$ cat config.mk
export PLATFORM = sky130hd
export DESIGN_NAME = flag_cond_unit_flat
export DESIGN_NICKNAME = d
export VERILOG_FILES = /design/src/rtl/flag_cond_if.sv /design/src/rtl/flag_cond_unit.sv /design/src/flat_wrapper.sv
export SDC_FILE = /design/constraint.sdc
export NUM_CORES = 1
export LEC_CHECK = 0
export ABC_AREA = 1
export CORE_MARGIN = 2
export CORE_UTILIZATION = 45
export DETAILED_ROUTE_END_ITERATION = 7
export GPL_TIMING_DRIVEN = 1
export PLACE_DENSITY = 0.83
export SLEW_MARGIN = 20
export SYNTH_ARGS = -nofsm -noshare
export SYNTH_HDL_FRONTEND = slang
export SYNTH_SLANG_ARGS = --single-unit
export TNS_END_PERCENT = 1
$ cat constraint.sdc
create_clock -name clk -period 2.11 [get_ports clk]
set_input_delay 0.211 -clock clk [delete_from_list [all_inputs] [get_ports clk]]
set_output_delay 0.211 -clock clk [all_outputs]
set_load 0.02 [all_outputs]
$ cat src/rtl/flag_cond_if.sv
// Bundle of EX-stage flag inputs, ID-stage branch inputs, pipeline controls
// and the registered flag/branch outputs of flag_cond_unit.
interface flag_cond_if;
  // EX stage ALU flags and flag-write qualifiers
  logic       zero;
  logic       negative;
  logic       carry_out;
  logic       overflow;
  logic       ex_valid;
  logic       ex_set_flags;
  // ID stage branch description
  logic       id_valid;
  logic       id_is_bcond;
  logic       id_is_cbz;
  logic [3:0] id_cond;
  logic       id_reg_zero;
  // pipeline control
  logic       stall;
  logic       flush;
  // results
  logic [3:0] flags_q;
  logic       br_valid;
  logic       br_taken;

  // pipeline side: drives the stage inputs, observes the results
  modport master (
    output zero, negative, carry_out, overflow, ex_valid, ex_set_flags,
    output id_valid, id_is_bcond, id_is_cbz, id_cond, id_reg_zero,
    output stall, flush,
    input  flags_q, br_valid, br_taken
  );

  // flag/condition unit side
  modport slave (
    input  zero, negative, carry_out, overflow, ex_valid, ex_set_flags,
    input  id_valid, id_is_bcond, id_is_cbz, id_cond, id_reg_zero,
    input  stall, flush,
    output flags_q, br_valid, br_taken
  );
endinterface

$ cat src/rtl/flag_cond_unit.sv
// NZCV flag register with EX->ID forwarding and a one-cycle registered
// branch resolver for B.cond and CBZ.
module flag_cond_unit (
  input  logic        clk,
  input  logic        reset_n,
  flag_cond_if.slave  bus
);

  typedef enum logic {IDLE = 1'b0, RESOLVED = 1'b1} dec_state_t;

  logic [3:0] flags_r;
  logic [3:0] alu_nzcv;
  logic [3:0] eff;
  logic       ex_setter;
  logic       flag_we;
  logic       cond_true;
  logic       accept;
  logic       taken;
  dec_state_t state;
  logic       br_valid_r;
  logic       br_taken_r;

  // flags travel as {N,Z,C,V} everywhere
  assign alu_nzcv  = {bus.negative, bus.zero, bus.carry_out, bus.overflow};
  assign ex_setter = bus.ex_valid & bus.ex_set_flags;
  // flush only kills ID; a stall holds EX so the write waits with it
  assign flag_we   = ex_setter & ~bus.stall;
  // forward the setter's flags so a B.cond right behind it needs no bubble,
  // even while stalled, since acceptance is blocked then anyway
  assign eff       = ex_setter ? alu_nzcv : flags_r;

  // condition-code evaluation on the effective flags
  always_comb begin
    cond_true = 1'b0;
    unique case (bus.id_cond)
      4'b0000: cond_true =  eff[2];                          // EQ
      4'b0001: cond_true = ~eff[2];                          // NE
      4'b0010: cond_true =  eff[1];                          // HS
      4'b0011: cond_true = ~eff[1];                          // LO
      4'b0100: cond_true =  eff[3];                          // MI
      4'b0101: cond_true = ~eff[3];                          // PL
      4'b0110: cond_true =  eff[0];                          // VS
      4'b0111: cond_true = ~eff[0];                          // VC
      4'b1000: cond_true =  eff[1] & ~eff[2];                // HI
      4'b1001: cond_true = ~(eff[1] & ~eff[2]);              // LS
      4'b1010: cond_true =  (eff[3] == eff[0]);              // GE
      4'b1011: cond_true =  (eff[3] != eff[0]);              // LT
      4'b1100: cond_true = ~eff[2] & (eff[3] == eff[0]);     // GT
      4'b1101: cond_true = ~(~eff[2] & (eff[3] == eff[0]));  // LE
      default: cond_true = 1'b1;                             // AL / NV
    endcase
  end

  // CBZ wins when both decode bits are set; it ignores the flags entirely
  assign accept = bus.id_valid & (bus.id_is_bcond | bus.id_is_cbz) &
                  ~bus.stall & ~bus.flush;
  assign taken  = bus.id_is_cbz ? bus.id_reg_zero : cond_true;

  // architectural NZCV register
  always_ff @(posedge clk or negedge reset_n) begin
    if (!reset_n)     flags_r <= 4'b0000;
    else if (flag_we) flags_r <= alu_nzcv;
  end

  // decision FSM: RESOLVED marks a fresh decision, br_taken holds otherwise
  always_ff @(posedge clk or negedge reset_n) begin
    if (!reset_n) begin
      state      <= IDLE;
      br_valid_r <= 1'b0;
      br_taken_r <= 1'b0;
    end else begin
      unique case (state)
        IDLE: begin
          if (accept) begin
            state      <= RESOLVED;
            br_valid_r <= 1'b1;
            br_taken_r <= taken;
          end else begin
            br_valid_r <= 1'b0;
          end
        end
        RESOLVED: begin
          if (accept) begin
            state      <= RESOLVED;
            br_valid_r <= 1'b1;
            br_taken_r <= taken;
          end else begin
            state      <= IDLE;
            br_valid_r <= 1'b0;
          end
        end
        default: begin
          state      <= IDLE;
          br_valid_r <= 1'b0;
        end
      endcase
    end
  end

  assign bus.flags_q  = flags_r;
  assign bus.br_valid = br_valid_r;
  assign bus.br_taken = br_taken_r;

endmodule

$ cat src/flat_wrapper.sv
// flat-port wrapper written by rule: the top's interface ports become plain ports
module flag_cond_unit_flat 
  (clk, reset_n, bus_zero, bus_negative, bus_carry_out, bus_overflow, bus_ex_valid, bus_ex_set_flags, bus_id_valid, bus_id_is_bcond, bus_id_is_cbz, bus_id_cond, bus_id_reg_zero, bus_stall, bus_flush, bus_flags_q, bus_br_valid, bus_br_taken);
  flag_cond_if bus_i ();
  input  logic clk;
  input  logic reset_n;
  input wire logic [$bits(bus_i.zero)-1:0] bus_zero;
  input wire logic [$bits(bus_i.negative)-1:0] bus_negative;
  input wire logic [$bits(bus_i.carry_out)-1:0] bus_carry_out;
  input wire logic [$bits(bus_i.overflow)-1:0] bus_overflow;
  input wire logic [$bits(bus_i.ex_valid)-1:0] bus_ex_valid;
  input wire logic [$bits(bus_i.ex_set_flags)-1:0] bus_ex_set_flags;
  input wire logic [$bits(bus_i.id_valid)-1:0] bus_id_valid;
  input wire logic [$bits(bus_i.id_is_bcond)-1:0] bus_id_is_bcond;
  input wire logic [$bits(bus_i.id_is_cbz)-1:0] bus_id_is_cbz;
  input wire logic [$bits(bus_i.id_cond)-1:0] bus_id_cond;
  input wire logic [$bits(bus_i.id_reg_zero)-1:0] bus_id_reg_zero;
  input wire logic [$bits(bus_i.stall)-1:0] bus_stall;
  input wire logic [$bits(bus_i.flush)-1:0] bus_flush;
  output wire logic [$bits(bus_i.flags_q)-1:0] bus_flags_q;
  output wire logic [$bits(bus_i.br_valid)-1:0] bus_br_valid;
  output wire logic [$bits(bus_i.br_taken)-1:0] bus_br_taken;
  assign bus_i.zero = bus_zero;
  assign bus_i.negative = bus_negative;
  assign bus_i.carry_out = bus_carry_out;
  assign bus_i.overflow = bus_overflow;
  assign bus_i.ex_valid = bus_ex_valid;
  assign bus_i.ex_set_flags = bus_ex_set_flags;
  assign bus_i.id_valid = bus_id_valid;
  assign bus_i.id_is_bcond = bus_id_is_bcond;
  assign bus_i.id_is_cbz = bus_id_is_cbz;
  assign bus_i.id_cond = bus_id_cond;
  assign bus_i.id_reg_zero = bus_id_reg_zero;
  assign bus_i.stall = bus_stall;
  assign bus_i.flush = bus_flush;
  assign bus_flags_q = bus_i.flags_q;
  assign bus_br_valid = bus_i.br_valid;
  assign bus_br_taken = bus_i.br_taken;
  flag_cond_unit u_core (.clk(clk), .reset_n(reset_n), .bus(bus_i));
endmodule
Word-level counts from Yosys, hierarchy flattened
Index checks and enable logic that the tools add are counted.
- add/subtract/negate cells: 0
- multiply operators: 0
- div/mod/pow operators: 0
- $lt $le $gt $ge: 0
- equal/unequal tests: 15
- shifts and indexed selects: 0
- multiplexer cells: 5
- bitwise operators: 16
- reductions and logical operators: 1
- operators by type and width (cell ; number):
    $eq 4x4->1 const B ; 6
    $eq 4x3->1 const B ; 4
    $pmux 1 s14 ; 1
    $eq 4x2->1 const B ; 2
    $not 1->1 ; 8
    $and 1x1->1 ; 7
    $eq 4x1->1 const B ; 1
    $logic_not 4->1 ; 1
    $mux 4 ; 1
    $mux 1 ; 3
    $eq 1x1->1 ; 1
    $ne 1x1->1 ; 1
    $or 1x1->1 ; 1
- flip-flop bits (word level): 6
- latch bits: 0
- bits in writable memories: 0
- bits in read-only memories: 0
- bits of input ports: 18
- output and inout port bits: 6
- logic and storage cells: 40
- memories: 0

Logic depth before layout (Yosys ltp)
Gate-level depths: netlist of run 1.
- depth after elaboration: 8
- depth in mapped cells: 11
- mapped depth without buffers: 11

Worst setup path before layout of run 1
Ideal clock, no wire load.
- path type: reg2reg
- start: register u_core.flags_r[2], in the netlist u_core.bus.flags_q[2]
- end: register u_core.br_taken_r, in the netlist u_core.bus.br_taken
- setup time: 0.116 ns
- data arrival time: 1.095 ns
- required time: 1.994 ns
- path slack: 0.898 ns
- cell stages (with the launch flop): 12
- buffers on the path: 0
- period minus slack after synthesis: 1.212 ns
- cells stage by stage: dfrtp_1 > inv_1 > nand2_2 > nand2_2 > nand3_1 > nand2_1 > nor2_1 > nand2_1 > nor2_1 > nand2_1 > nand2_1 > nand2_1
- word-level cells in the longest chain between the ends: 7
- elaborated cells between the ends (all ways): 9
- classes of those cells: mux (4); bitwise (5)
- RTL lines (element ; line ; RTL):
    start: declaration ; flag_cond_unit.sv:11 ; logic [3:0] flags_r;
    start signal: assignment ; flag_cond_unit.sv:62 ; else if (flag_we) flags_r <= alu_nzcv;
    $mux 4 * ; flag_cond_unit.sv:30 ; assign eff = ex_setter ? alu_nzcv : flags_r;
    $not 1->1 ; n/a ;
    $and 1x1->1 (on tied branches) ; n/a ;
    $not 1->1 (on tied branches) ; flag_cond_unit.sv:49, flag_cond_unit.sv:45 ;
    $pmux 1 s14 * ; flag_cond_unit.sv:35 ; unique case (bus.id_cond)
    $mux 1 * ; flag_cond_unit.sv:57 ; assign taken = bus.id_is_cbz ? bus.id_reg_zero : cond_true;
    $mux 1 * ; flag_cond_unit.sv:74, flag_cond_unit.sv:83 ;
    end signal: assignment ; flag_cond_unit.sv:77 ; br_taken_r <= taken;
    end signal: assignment ; flag_cond_unit.sv:86 ; br_taken_r <= taken;
    end: declaration ; flag_cond_unit.sv:21 ; logic br_taken_r;
Every way passes the cells marked *; elsewhere a longest branch is shown, timed or not. The select of a mux whose other input is x is not followed.
A chain may end at the register's enable or synchronous reset.

Final worst setup path of run 1
- start: input bus_ex_set_flags
- end: register u_core.br_taken_r, in the netlist u_core.bus.br_taken
- word-level cells in the longest chain between the ends: 8
- elaborated cells between the ends (all ways): 15
- classes of those cells: eq/ne (2); mux (4); bitwise (9)
- RTL lines (element ; line ; RTL):
    start: declaration ; flat_wrapper.sv:12 ; input wire logic [$bits(bus_i.ex_set_flags)-1:0] bus_ex_set_flags;
    $and 1x1->1 * ; flag_cond_unit.sv:25 ; assign ex_setter = bus.ex_valid & bus.ex_set_flags;
    $mux 4 * ; flag_cond_unit.sv:30 ;
    $eq 1x1->1 / $not 1->1 (equally long branches) ; n/a ;
    $and 1x1->1 (on tied branches) ; n/a ;
    $not 1->1 (on tied branches) ; flag_cond_unit.sv:49, flag_cond_unit.sv:45 ;
    $pmux 1 s14 * ; flag_cond_unit.sv:35 ;
    $mux 1 * ; flag_cond_unit.sv:57 ;
    $mux 1 * ; flag_cond_unit.sv:74, flag_cond_unit.sv:83 ;
Marks and branches as above.

==> summary.md, run 1 <==
| Metric | Value |
|---|---|
| Cell area after synthesis | 599 um^2 |
| Simple-Gate Fraction of Synth Area | 55.1% |
| CTS Hold Bufs | 0 |
| Mapped Avg Cell Area | 5.60 um^2 |
| Actual slew at the worst max-slew pin | 366 ps |
| Post-Route Setup TNS | 0 ps |
| GRT busiest layer | met2 |
| Root buf cell | clkbuf_4 |
| Yosys reg bits | 6 |
| GR Layer Usage met3 | 8.33% |
| TritonCTS buffer count | 3 |
| Met1 global-route usage | 27.1% |
| Clock buffer depth | 2 |
| Post-Synth XOR/XNOR Area | 0% |
| Pre-antenna DRT Iters | 4 |
| Met2 Use GR | 32.9% |
| Area leader, netlist | nand2_1 |
| Power Density | 547 nW/um^2 |
| RSZ-0062 raised after global routing | false |
| Slew margin rel. | 75.3% |
| Crit-path leading delay family | simple AND/OR/NAND/NOR gates |
| Cell count after synthesis | 107 |
| Yosys warns | 0 |
| Die height | between 40 and 50 um |
| Arrival @ worst endpoint | about 1700 ps |
| Final-report hold violation count | 0 |
| GR Overflow Total | 0 |
| Number of cell rows | 13 |
| # port buffers | 23 |
| Core area | 1270 um^2 |
| Vias per Instance | 5.01 |
| Gr usage total | 22.5% |
| DRC Markers | 0 |
| Clk slew on worst S/H paths | ~50 ps |
| Initial antenna violation count | 0 |
| Cell mode on critical path | nand2_1 |
| TritonCTS clock tree | done |
| Ports | 24 |
| Setup ws final | just under 600 ps |
| Final setup viols | 0 |
| Clock Skew | 11.6 ps |
| Clock Sinks | 6 |
| Tmin final | 1520 ps |
| Post-synthesis compound-gate area fraction | 6.68% |
| Pre-CTS WS | 328 ps |
| Routed WL | 1.51 mm |
| Crit start category | input pin |
| Share of layout cells above drive strength 1 | 6.82% |
| Vias in the first global route | 563 |
| DRT iter0 DRCs | 19 |
| Die width | 40.5 um |
| Worst Path Max Fanout | 7 |
| Post-CTS resize count | 0 |
| Post-synth net total | 125 |
| DP HPWL | ~1.2 mm |
| CP bufs+invs | 1 |
| CP peak stage delay | 640 ps |
| Worst IR Drop VDD | between 0.5 and 0.6 mV |
| CTS H-tree depth | 1 |
| Status | completed |
| Routed wire per std cell | 10.3 um |
| Post-synthesis mux area share | 2.51% |
| Leak | 0.000447 uW |
| Starting density of the core | 47.2% |
| Largest net degree at the start of global routing | 8 |
| Crit path kind | input pin to flip-flop |
| P&R area growth vs syn | 43.4% |
| CP max stage cell | clkdlybuf4s50_1 |
| Critical Path RT | 2260 ps |
| Synth cell types | 15 |
| Post-CTS Setup Bufs | 0 |
| Global-route wire length before repair | 2.30 mm |
| Peak Freq | 0.657 GHz |
| Die area | roughly 1600 um^2 |
| Routed Antenna Nets | 0 |
| Adder-cell share of the synthesized area | 0% |
| Ant diodes | 0 |
| Ranking of synthesized cells by area | nand2_1 26%, dfrtp_1 25%, nand3_1 11%, nor2_1 9.4%, inv_1 8.8% |
| Largest family of logic cells by synthesized area | simple AND/OR/NAND/NOR gates |
| Register area share after synthesis | 25.1% |
| CP cell instances | clkdlybuf4s50_1, nand2_4, nand2_1, nand2_2, nand3_1, nand2_1, nor2_1, nand2_1, nor2_1, nand2_1, nand2_1, nand2_1 |
| Hold Path Class | input pin to async pin |
| Post-synth top area share | 25.7% |
| Nature of the critical path endpoint | flip-flop |
| Final Max Tran Viols | 0 |
| Fillers | 119 |
| GPL Wtd Cong | 0.814 |
| Fin nets | 152 |
| Period utilization | 72.1% |
| Clock Latency Late Sink | 260 ps |
| Vias | 736 |
| Max-cap violations | 0 |
-- final cells by class --
cell class                 count  area, um^2  area share [%]
inverter                      14        52.6            6.11
timing repair buffer          23         230            26.8
sequential                     6         150            17.5
multi-input combinational     86         385            44.8
tap                           15        18.8            2.18
clock buffer                   3        22.5            2.62
-- registers in the layout, indices dropped and copies added (netlist names) --
| name | cells |
|---|---|
| u_core.bus.flags_q | 4 |
| u_core.bus.br_taken | 1 |
| u_core.state | 1 |
-- per-layer routing --
metal	part of all wire [%]	routed length (um)
met5	0	0
met4	2.5	37
met3	7.5	113
met2	44	666
met1	46	690
-- where the power goes --
group          leakage [uW]  switching, uW  internal [uW]
Clock             0.0000138           47.3           64.7
Combinational      0.000358            112           98.6
Sequential        0.0000753           14.3            133
-- stage by stage --
stage | cells | total power (uW) | cell area (um^2) | hold WS (ps) | utilization (%)
6_report | 147 | 470 | 860 | 188 | 67.8
5_1_grt | 147 | 507 | 860 | 198 | 67.8
3_3_place_gp | 144 | 356 | 837 | 468 | 66.0
2_1_floorplan | 107 | 264 | 599 | -84.6 | -
4_1_cts | 147 | 478 | 860 | 189 | 67.8
3_5_place_dp | 144 | 360 | 837 | 471 | 66.0
-- synth_stat cells --
master	count
a21oi_1	2
mux2_4	1
buf_6	1
nor4_1	1
dfrtp_1	6
nand2_2	4
nand2_4	1
nor2_1	15
nand3_1	13
o21ai_0	4
or2_1	1
o21ai_1	2
nand4_1	1
nand2_1	41
inv_1	14
-- layout by cell type (no fill, tap or decap) --
cell,instances
dfrtp_1,6
nand3_1,13
nand4_1,1
nand2_4,1
nand2_2,4
a21oi_1,2
o21ai_1,2
clkbuf_4,3
nand2_1,41
mux2_4,1
or2_1,1
clkdlybuf4s50_1,23
o21ai_0,4
inv_1,14
nor4_1,1
nor2_1,15
-- path summary, 6_finish.rpt --
path / end / cells past startpoint / slack, ps / startpoint
worst max-delay path: u_core.bus.br_taken / 12 / 590 / bus_ex_set_flags
worst min register to register: u_core.bus.br_taken / 2 / 490 / u_core.bus.br_taken
worst max register to register: u_core.bus.br_taken / 10 / 900 / u_core.bus.flags_q[0]
worst min-delay path: u_core.bus.flags_q[0] / 1 / 190 / reset_n
max in group asynchronous: u_core.bus.flags_q[1] / 1 / 1700 / reset_n
min in group clk: u_core.bus.br_taken / 2 / 490 / u_core.bus.br_taken
-- logic make-up (layout without fill, tap and decap cells) --
group	after synthesis	count (layout)
muxes	1	1
AOI/OAI and AO/OA	8	8
buffers and inverters	15	40
DFF	6	6
and+or+nand+nor	77	77
Power figures use the tool's default switching activity.
==> run 2, diff against run 1 <==
Settings changed: CORE_UTILIZATION 45 to 37, PLACE_DENSITY 0.83 to 0.73.
Clock period 2.11 ns to 1.4 ns, I/O delays scaled along.
==> summary.md, run 2 (synthesis results as in run 1) <==
| Metric | Value |
|---|---|
| Most common cell after layout, fill and taps aside | nand2_1 |
| Final Instance Area | 950 um^2 (+10%) |
| Die height | 44.2 um (+9.3%) |
| Ports | 24 (unchanged) |
| Root buf cell | clkbuf_4 |
| Reg2reg setup slack | 120 ps (-780 ps) |
| Die width | 44.2 um (+9.3%) |
| Pre-antenna DRT Iters | 4 (unchanged) |
| DP HPWL | 1.40 mm (+12%) |
| Initial antenna violation count | 0 (unchanged) |
| Critical R2R Launch | u_core.bus.flags_q[3] |
| TritonCTS clock tree | done |
| P&R area growth vs syn | 58.5% |
| CP max stage cell | clkdlybuf4s50_1 |
| Peak Freq | 0.733 GHz |
| Status | completed |
| CP bufs+invs | 1 (unchanged) |
| Crit start category | flip-flop |
| Max FFs per register | 4 (unchanged) |
| Crit path kind | flip-flop to primary output |
| TritonCTS buffer count | 3 (unchanged) |
| Core area | 1510 um^2 (+19%) |
| Largest net degree at the start of global routing | 8 (unchanged) |
| Crit-path leading delay family | buffers and inverters |
| Worst IR Drop VDD | 0.587 mV (+2.0%) |
| Starting density of the core | 39.8% (-7.5 points) |
| Gr usage total | 19.0% (-3.5 points) |
| # port buffers | 23 (unchanged) |
| DRT iter0 DRCs | 37 (+18) |
| Final Max Tran Viols | 0 (unchanged) |
| Vias in the first global route | 695 (+23%) |
| Arrival @ worst endpoint | 1220 ps (-460 ps) |
| Routed WL | 1.74 mm (+16%) |
| Post-Route Setup TNS | 0 ps (unchanged) |
| Period utilization | between 90% and 100% |
| Vias | 798 (+8.4%) |
| Max-cap violations | 0 (unchanged) |
| Leak | 0.000527 uW (+18%) |
| Vias per Instance | 5.02 (+0.24%) |
| Fillers | 143 (+20%) |
| Power Density | 776 nW/um^2 (+42%) |
| Routed Antenna Nets | 0 (unchanged) |
| Final-report hold violation count | 0 (unchanged) |
| Dpl cells | 156 (+8.3%) |
| Worst Path Max Fanout | 3 (-4) |
| Tmin final | 1360 ps |
| CTS H-tree depth | 1 (unchanged) |
| Hold Path Class | input pin to async pin |
| Fin cells | 159 (+8.2%) |
| DRC Markers | 0 (unchanged) |
| Share of layout cells above drive strength 1 | 15.4% (+8.6 points) |
| Clk slew on worst S/H paths | 50 ps (about the same) |
| Final setup viols | 0 (unchanged) |
| Fin nets | 163 (+7.2%) |
| Global-route wire length before repair | 2.82 mm (+23%) |
| RSZ-0062 raised after global routing | false |
| Actual slew at the worst max-slew pin | 338 ps (-28.7 ps) |
| Nature of the critical path endpoint | primary output |
| Hold Slack | 141 ps (-47.1 ps) |
| Slew margin rel. | 77.3% (+1.9 points) |
| Number of cell rows | 14 (+1) |
| GPL Wtd Cong | 0.878 (+7.8%) |
| Most frequent cells in the layout | 40 x nand2_1, 18 x clkdlybuf4s50_1, 14 x inv_1, 14 x nor2_1, 13 x nand3_1 |
| CP peak stage delay | 610 ps (-30 ps) |
| Critical Path RT | 1260 ps (-1000 ps) |
| Routed wire per std cell | 11.0 um (+7.0%) |
| Clock Sinks | 6 (unchanged) |
| Clock buffer depth | 2 (unchanged) |
| Clock Skew | 4.30 ps (-7.27 ps) |
| R2r endpoint | u_core.bus.br_taken |
| GR Overflow Total | 0 (unchanged) |
| Die area | 1960 um^2 (+19%) |
| Post-DP Area | 921 um^2 (+10%) |
| Reg2reg path depth | 11 (+1) |
| Ant diodes | 0 (unchanged) |
| CP cell instances | clkdlybuf4s50_1 |
| Clock Latency Late Sink | 250 ps (about the same) |
-- run 2: final cells by class --
class	instances	area [um^2]	share of cell area [%]
clock buffers	3	22.5	2.37
multi-input cells	86	390	41.1
repair buffers	34	314	33.1
flip-flops and latches	6	150	15.8
well taps	16	20.0	2.11
inverters	14	52.6	5.53
-- run 2: worst max-delay path by stage --
stage	cells past startpoint	from	endpoint	slack (ps)
6_report	1	u_core.bus.flags_q[2]	bus_flags_q[2]	40
5_1_grt	1	u_core.bus.flags_q[2]	bus_flags_q[2]	5
4_1_cts	1	u_core.bus.flags_q[0]	bus_flags_q[0]	9
3_5_place_dp	12	bus_ex_set_flags	u_core.bus.br_taken	-370
3_3_place_gp	12	bus_ex_valid	u_core.bus.br_taken	-300
2_1_floorplan	11	u_core.bus.flags_q[2]	u_core.bus.br_taken	190
-- run 2: per-layer routing --
metal,GRT usage [%],up-vias,part of all wire (%)
met3,2.86,2,7.9
met1,24.3,343,43
met5,0,-,0
met4,7.88,0,1.2
met2,31.8,41,48
li1,-,412,-
-- run 2: through the flow --
stage | util (%) | setup slack, ps | power [uW]
after floorplan | - | 188 | 398
after global placement | 61.1 | -298 | 563
after detailed placement | 61.1 | -368 | 569
after CTS | 62.4 | 9.04 | 735
after global routing | 63.0 | 5.27 | 777
final | 63.0 | 36.6 | 737
-- run 2: what timing repair did --
| item | CTS | global route |
|---|---|---|
| setup endpoints to repair | 2 | 3 |
| gates resized for setup | 3 | 4 |
| hold buffers | 0 | 0 |
| pin swaps | 0 | 0 |
| buffers inserted | 0 | 0 |
-- run 2: power by group --
| group | switching, uW | internal (uW) | leakage [uW] |
|---|---|---|---|
| sequential | 22.3 | 200 | 0.0000753 |
| clock | 75.0 | 97.9 | 0.0000138 |
| combinational | 181 | 161 | 0.000438 |
==> run 3, diff against run 2 <==
Settings changed: CTS_CLUSTER_SIZE set to 12.
==> results of run 3 <==
No change in the layout: final DEF, timing and power equal those of run 2.
